$ cat config.mk
export PLATFORM = sky130hd
export DESIGN_NAME = uart_tx_buffered
export DESIGN_NICKNAME = d
export VERILOG_FILES = /design/src/rtl/uart_tx_buffered.sv
export SDC_FILE = /design/constraint.sdc
export NUM_CORES = 1
export LEC_CHECK = 0
export ABC_AREA = 1
export CORE_AREA = 3 3 117 96
export DETAILED_ROUTE_END_ITERATION = 10
export DIE_AREA = 0 0 120 99
export PLACE_DENSITY = 0.6
export SLEW_MARGIN = 5
export SYNTH_ARGS = -nofsm -noshare
export SYNTH_HDL_FRONTEND = slang
export SYNTH_SLANG_ARGS = --single-unit
$ cat constraint.sdc
create_clock -name clk -period 3.13 [get_ports clk]
set_clock_uncertainty 0.2 [all_clocks]
set_input_delay 0.313 -clock clk [delete_from_list [all_inputs] [get_ports clk]]
set_output_delay 0.313 -clock clk [all_outputs]
set_load 0.02 [all_outputs]
$ cat src/rtl/uart_tx_buffered.sv
// -----------------------------------------------------------------------------
// uart_tx_buffered
// Buffered 8N1 UART transmitter. Bytes arrive over a valid/ready handshake into
// a small circular FIFO. They are serialised LSB first on o_tx, framed by one
// start bit and one stop bit. When another byte is queued, frames run
// back-to-back with no idle gap.
//
// Ports
//   clk           rising-edge clock
//   i_reset_n     asynchronous active-low reset; discards queued and in-flight data
//   i_data        byte to enqueue
//   i_valid       i_data valid this cycle
//   o_ready       FIFO can accept a byte (from the registered count only)
//   o_tx          serial line, registered, idles high
//   o_busy        a frame is in progress
//   o_fifo_count  queued bytes, excluding the byte being shifted out
// -----------------------------------------------------------------------------
module uart_tx_buffered #(
   parameter int CLKS_PER_BIT = 868,
   parameter int FIFO_DEPTH   = 8
) (
   input  logic                         clk,
   input  logic                         i_reset_n,
   input  logic [7:0]                   i_data,
   input  logic                         i_valid,
   output logic                         o_ready,
   output logic                         o_tx,
   output logic                         o_busy,
   output logic [$clog2(FIFO_DEPTH):0]  o_fifo_count
);

   localparam int PW = $clog2(FIFO_DEPTH);
   localparam int BW = $clog2(CLKS_PER_BIT);
   localparam logic [BW-1:0] BAUD_LAST  = BW'(CLKS_PER_BIT - 1);
   localparam logic [PW:0]   COUNT_FULL = (PW+1)'(FIFO_DEPTH);

   typedef enum logic [1:0] {S_IDLE, S_START, S_DATA, S_STOP} state_t;

   state_t          state_q, state_d;
   logic [BW-1:0]   baud_q, baud_d;
   logic [2:0]      bit_q, bit_d;
   logic [7:0]      shift_q, shift_d;
   logic            tx_q, tx_d;
   logic [PW-1:0]   wr_ptr_q, wr_ptr_d;
   logic [PW-1:0]   rd_ptr_q, rd_ptr_d;
   logic [PW:0]     count_q, count_d;
   logic [7:0]      mem_q [FIFO_DEPTH];

   logic            wr_en;
   logic            pop;
   logic            baud_done;
   logic            fifo_nonempty;

   // A write while full is dropped even if a pop frees a slot on the same edge.
   assign o_ready       = (count_q != COUNT_FULL);
   assign wr_en         = i_valid && o_ready;
   assign baud_done     = (baud_q == BAUD_LAST);
   assign fifo_nonempty = (count_q != '0);

   assign o_tx         = tx_q;
   assign o_busy       = (state_q != S_IDLE);
   assign o_fifo_count = count_q;

   // FIFO pointers and occupancy
   always_comb begin
      wr_ptr_d = wr_ptr_q;
      rd_ptr_d = rd_ptr_q;
      count_d  = count_q;
      if (wr_en) wr_ptr_d = wr_ptr_q + PW'(1);
      if (pop)   rd_ptr_d = rd_ptr_q + PW'(1);
      if (wr_en && !pop)      count_d = count_q + (PW+1)'(1);
      else if (pop && !wr_en) count_d = count_q - (PW+1)'(1);
   end

   // Frame sequencer. tx_d is computed for the state being entered, so the
   // line register changes on the same edge as the state.
   always_comb begin
      state_d = state_q;
      baud_d  = baud_q;
      bit_d   = bit_q;
      shift_d = shift_q;
      tx_d    = tx_q;
      pop     = 1'b0;

      unique case (state_q)
         S_IDLE: begin
            tx_d = 1'b1;
            if (fifo_nonempty) begin
               pop     = 1'b1;
               shift_d = mem_q[rd_ptr_q];
               bit_d   = '0;
               baud_d  = '0;
               state_d = S_START;
               tx_d    = 1'b0;
            end
         end
         S_START: begin
            if (baud_done) begin
               baud_d  = '0;
               state_d = S_DATA;
               tx_d    = shift_q[0];
            end else begin
               baud_d = baud_q + BW'(1);
            end
         end
         S_DATA: begin
            if (baud_done) begin
               baud_d  = '0;
               shift_d = {1'b0, shift_q[7:1]};
               if (bit_q == 3'd7) begin
                  state_d = S_STOP;
                  tx_d    = 1'b1;
               end else begin
                  bit_d = bit_q + 3'd1;
                  tx_d  = shift_q[1];
               end
            end else begin
               baud_d = baud_q + BW'(1);
            end
         end
         S_STOP: begin
            if (baud_done) begin
               baud_d = '0;
               // Chain straight into the next start bit when data is waiting.
               if (fifo_nonempty) begin
                  pop     = 1'b1;
                  shift_d = mem_q[rd_ptr_q];
                  bit_d   = '0;
                  state_d = S_START;
                  tx_d    = 1'b0;
               end else begin
                  state_d = S_IDLE;
                  tx_d    = 1'b1;
               end
            end else begin
               baud_d = baud_q + BW'(1);
            end
         end
         default: begin
            state_d = S_IDLE;
            tx_d    = 1'b1;
         end
      endcase
   end

   always_ff @(posedge clk or negedge i_reset_n) begin
      if (!i_reset_n) begin
         state_q  <= S_IDLE;
         baud_q   <= '0;
         bit_q    <= '0;
         shift_q  <= '0;
         tx_q     <= 1'b1;
         wr_ptr_q <= '0;
         rd_ptr_q <= '0;
         count_q  <= '0;
      end else begin
         state_q  <= state_d;
         baud_q   <= baud_d;
         bit_q    <= bit_d;
         shift_q  <= shift_d;
         tx_q     <= tx_d;
         wr_ptr_q <= wr_ptr_d;
         rd_ptr_q <= rd_ptr_d;
         count_q  <= count_d;
      end
   end

   // Storage needs no reset: an entry is only read after it has been written.
   always_ff @(posedge clk) begin
      if (wr_en) mem_q[wr_ptr_q] <= i_data;
   end

endmodule

==> impl_metrics.xml <==
<?xml version="1.0" encoding="UTF-8"?>
<metrics>
  <group name="cells_and_area">
    <metric name="areaGrowthSynthToFinish" unit="%">14.9</metric>
    <metric name="final-seq-area" unit="µm²">2770</metric>
    <metric name="finish.utilization" unit="%">51.3</metric>
    <metric name="design.final.nets" unit="">519</metric>
    <metric name="layout-drive-gt1-share" unit="%">9.04</metric>
    <metric name="ant_diodes" unit="">0</metric>
    <metric name="fill_cells" unit="">905</metric>
    <metric name="area_of_combinational_cells_with_multiple_inputs" unit="µm²">1550</metric>
  </group>
  <group name="synthesis">
    <metric name="synth.largest_area_cell" unit="">sky130_fd_sc_hd__edfxtp_1</metric>
    <metric name="post_synth_inst_count" unit="">464</metric>
    <metric name="synth.cell_area" unit="µm²">4560</metric>
    <metric name="ys_types" unit="">31</metric>
    <metric name="synth.yosys.seq_area_share" unit="%">60.9</metric>
    <metric name="synth_top_cells_by_area" unit="">sky130_fd_sc_hd__edfxtp_1, sky130_fd_sc_hd__dfrtp_1, sky130_fd_sc_hd__nand2_1</metric>
    <metric name="synth_enable_flop_cells" unit="">64</metric>
    <metric name="synth_fp_nets" unit="">490</metric>
    <metric name="ys_dominant_reg_cell" unit="">sky130_fd_sc_hd__edfxtp_1</metric>
    <metric name="synth.ff_latch_count" unit="">98</metric>
    <metric name="yosys.area.top_type_share" unit="%">42.2</metric>
    <metric name="postSynth.asyncResetShare" unit="%">34.7</metric>
    <metric name="yosysWarnings" unit="">0</metric>
    <metric name="post_synth.cell_area_avg" unit="µm²">9.82</metric>
  </group>
  <group name="setup_path">
    <metric name="cp_cell_sequence" unit="">inv_1 -&gt; ha_1 -&gt; inv_1 -&gt; nand3_1 -&gt; nand2_1 -&gt; inv_1 -&gt; ha_1 -&gt; inv_1 -&gt; ha_1 -&gt; a21oi_1 -&gt; nand2_1 -&gt; xor2_1 -&gt; nand2_1 -&gt; nand2_1</metric>
    <metric name="critPathSlowestCell" unit="">sky130_fd_sc_hd__dfrtp_1</metric>
    <metric name="critPathMaxFanout" unit="">6</metric>
    <metric name="regToRegStartpoint" unit="">state_q[0]</metric>
    <metric name="critPathKind" unit="">flop to flop</metric>
    <metric name="timing.critical_path.required" unit="ns">3.17</metric>
    <metric name="critical_path_endpoint_category" unit="">flop</metric>
    <metric name="r2r-end" unit="">o_fifo_count[3]</metric>
    <metric name="cpPeakStageDelay" unit="ns">0.44</metric>
    <metric name="cp.buffers_inverters" unit="">4</metric>
    <metric name="worst-endpoint-arrival" unit="ns">2.75</metric>
    <metric name="worst_r2r_path_depth" unit="">14</metric>
    <metric name="critical_path.startpoint_type" unit="">flop</metric>
    <metric name="gate_family_responsible_for_the_most_delay_along_the_worst_path" unit="">adder cells</metric>
    <metric name="r2r_slack" unit="ns">0.42</metric>
  </group>
  <group name="power_and_ir_drop">
    <metric name="power-per-cell-area" unit="nW/µm²">635</metric>
    <metric name="irDropWorstVdd" unit="mV">0.347</metric>
    <metric name="static-leakage-power" unit="nW">2.24</metric>
  </group>
  <group name="route">
    <metric name="vias" unit="">3091</metric>
    <metric name="drc" unit="">0</metric>
    <metric name="post_drt_via_cell_ratio" unit="">4.84</metric>
    <metric name="postRouteAntennaNets" unit="">0</metric>
    <metric name="postRouteWirelength" unit="mm">9.17</metric>
    <metric name="drt-wirelength-per-cell" unit="µm">14.4</metric>
    <metric name="detailedRoute.firstPassIterationCount" unit="">4</metric>
    <metric name="drt_iter0_markers" unit="">196</metric>
  </group>
  <group name="timing">
    <metric name="final_min_period_over_clock_period" unit="%">86.7</metric>
    <metric name="slew_headroom" unit="%">47.6</metric>
    <metric name="setup_tns" unit="ns">0</metric>
    <metric name="slew_violations" unit="">0</metric>
    <metric name="hold-worst-slack" unit="ns">0.283</metric>
    <metric name="hold_violations" unit="">0</metric>
    <metric name="worst_slack" unit="ns">0.416</metric>
    <metric name="layout_min_cycle_time" unit="ns">2.71</metric>
    <metric name="grt_setup_unrepaired" unit="">false</metric>
    <metric name="max_slew.worst_pin.slew" unit="ns">0.786</metric>
    <metric name="setup_viol" unit="">0</metric>
    <metric name="fmax" unit="MHz">368</metric>
  </group>
  <group name="cts">
    <metric name="cts_max_level" unit="">3</metric>
    <metric name="cts_num_sinks" unit="">98</metric>
    <metric name="clock_tree_root_driver_cell" unit="">sky130_fd_sc_hd__clkbuf_16</metric>
    <metric name="clock_latency" unit="ns">0.34</metric>
    <metric name="cts_tree" unit="">done</metric>
    <metric name="post-cts-setup-buffer-count" unit="">0</metric>
    <metric name="cts_made_buffers" unit="">9</metric>
    <metric name="clk_pin_slew_worst_paths" unit="ns">0.07</metric>
    <metric name="post_cts_resize_count" unit="">0</metric>
    <metric name="clock_path_buffers" unit="">2</metric>
  </group>
  <group name="min_path">
    <metric name="hold_path_class" unit="">flop to flop</metric>
    <metric name="timing.hold.worst.start" unit="">shift_q[3]</metric>
    <metric name="hold_path_end" unit="">shift_q[3]</metric>
    <metric name="holdPathStages" unit="">2</metric>
  </group>
  <group name="place">
    <metric name="gp_routability_congestion" unit="">0.803</metric>
    <metric name="place_worst_setup_slack" unit="ns">0.424</metric>
    <metric name="detailed_place_hpwl" unit="mm">5.95</metric>
    <metric name="buffer_ports.inserted" unit="">17</metric>
  </group>
  <group name="floorplan">
    <metric name="initial_core_utilization" unit="%">44.7</metric>
    <metric name="fp.coreArea" unit="µm²">10200</metric>
    <metric name="floorplan.io_pins" unit="">18</metric>
    <metric name="rows" unit="">33</metric>
    <metric name="die_footprint" unit="µm²">11900</metric>
    <metric name="die_width" unit="µm">120</metric>
    <metric name="die_h" unit="µm">99</metric>
  </group>
  <group name="grt">
    <metric name="grt_overflow_total" unit="">0</metric>
    <metric name="grt_pass1_vias" unit="">3005</metric>
    <metric name="grt_max_degree" unit="">35</metric>
    <metric name="global_route.usage.total" unit="%">16.8</metric>
    <metric name="antenna_violations_before_repair" unit="">0</metric>
    <metric name="grt_first_pass_wirelength" unit="mm">15.3</metric>
  </group>
  <group name="status">
    <metric name="run_status" unit="">complete, no violations</metric>
  </group>
  <group name="run">
    <metric name="max_cap_viol_count" unit="">0</metric>
  </group>
</metrics>
## area by class of cell
cell class                 count  share of cell area [%]
inverter                      42                    3.04
timing repair buffer          31                    5.21
clock inverter                 5                    1.29
clock buffer                  11                    4.45
sequential                    98                    53.0
multi-input combinational    311                    29.7
tap                          140                    3.35
## cell usage after synthesis, types with 2 or more instances
master,count
sky130_fd_sc_hd__xnor2_1,4
sky130_fd_sc_hd__clkbuf_1,2
sky130_fd_sc_hd__buf_2,10
sky130_fd_sc_hd__nor2_1,34
sky130_fd_sc_hd__o21ai_0,15
sky130_fd_sc_hd__or2_2,2
sky130_fd_sc_hd__xor2_1,6
sky130_fd_sc_hd__o21ai_1,4
sky130_fd_sc_hd__edfxtp_1,64
sky130_fd_sc_hd__nor2_2,6
sky130_fd_sc_hd__inv_1,40
sky130_fd_sc_hd__o22ai_1,2
sky130_fd_sc_hd__nand3_1,63
sky130_fd_sc_hd__nand2_4,2
sky130_fd_sc_hd__nand2_1,144
sky130_fd_sc_hd__ha_1,14
sky130_fd_sc_hd__dfrtp_1,33
sky130_fd_sc_hd__o21bai_1,2
sky130_fd_sc_hd__nand4_1,3
sky130_fd_sc_hd__a21oi_1,3
## registers in the layout, summed over array words and instances, names as in the netlist
register      cells
shift_q           8
o_tx              1
o_fifo_count      4
mem_q            64
bit_q             3
rd_ptr_q          3
wr_ptr_q          3
state_q           2
baud_q           10
## worst reg2reg max path: cells and delay by family, from the launching register on
| kind | cells | cell delay, ns |
|---|---|---|
| flops | 1 | 0.44 |
| xor+xnor | 1 | 0.14 |
| compound gates | 1 | 0.13 |
| fa+ha+maj | 3 | 0.82 |
| simple gates | 5 | 0.47 |
| buf+inv | 4 | 0.41 |
## worst max path at each step
stage / from / endpoint / slack, ns / depth (start not counted)
after floorplan: state_q[0] / o_fifo_count[3] / 0.68 / 14
after global placement: state_q[0] / o_fifo_count[3] / 0.55 / 14
after detailed placement: baud_q[0] / o_fifo_count[3] / 0.42 / 16
after CTS: baud_q[0] / o_fifo_count[3] / 0.43 / 16
after global routing: baud_q[0] / o_fifo_count[3] / 0.21 / 16
final: state_q[0] / o_fifo_count[3] / 0.42 / 14
## power by group
group / internal, mW / switching [mW]
combinational: 0.224 / 0.330
clock: 0.635 / 0.494
sequential: 1.56 / 0.0813
## kinds of logic (layout without fill, tap and decap cells)
logic type / after synthesis / in the layout / synth area share (%)
AND/OR/NAND/NOR: 258 / 258 / 24.5
flip-flops: 98 / 98 / 60.9
buffers and inverters: 55 / 89 / 5.00
AO/OA/AOI/OAI: 28 / 28 / 3.38
adder cells (fa/ha/maj): 15 / 15 / 4.28
XOR/XNOR: 10 / 10 / 1.92
## metrics by stage
step / cell area, µm² / power [mW] / cells
2_1_floorplan: 4560 / 1.97 / 464
3_3_place_gp: 4920 / 2.20 / 621
3_5_place_dp: 4920 / 2.22 / 621
4_1_cts: 5240 / 3.35 / 638
5_1_grt: 5240 / 3.49 / 638
6_report: 5240 / 3.32 / 638
## layer usage
metal  GRT usage, %  share of wire [%]  vias up
li1               -                  -     1586
met2           27.0                 48       70
met4           5.28                1.1        0
met3           3.90                5.9        9
met1           22.7                 45     1426
met5              0                  0        -
## cell usage in the layout, fill, tap and decap left out, drive strengths merged
cell           count
dfstp              1
xnor2              4
a21oi              3
nand4              4
xor2               6
nor2              40
ha                14
inv               45
nor3               1
clkdlybuf4s50     16
bufinv             1
nand2            147
or2                2
buf               14
o21bai             2
nand3             64
clkinv             1
o21ai             20
o22ai              2
o211ai             1
edfxtp            64
dfrtp             33
clkbuf            11
fa                 1
dlygate4sd3        1
## repair_timing
| item | CTS | global route |
|---|---|---|
| hold endpoints to repair | 33 | 0 |
| setup endpoints to repair | 0 | 0 |
| hold buffers | 1 | 0 |
Power figures use the tool's default switching activity.
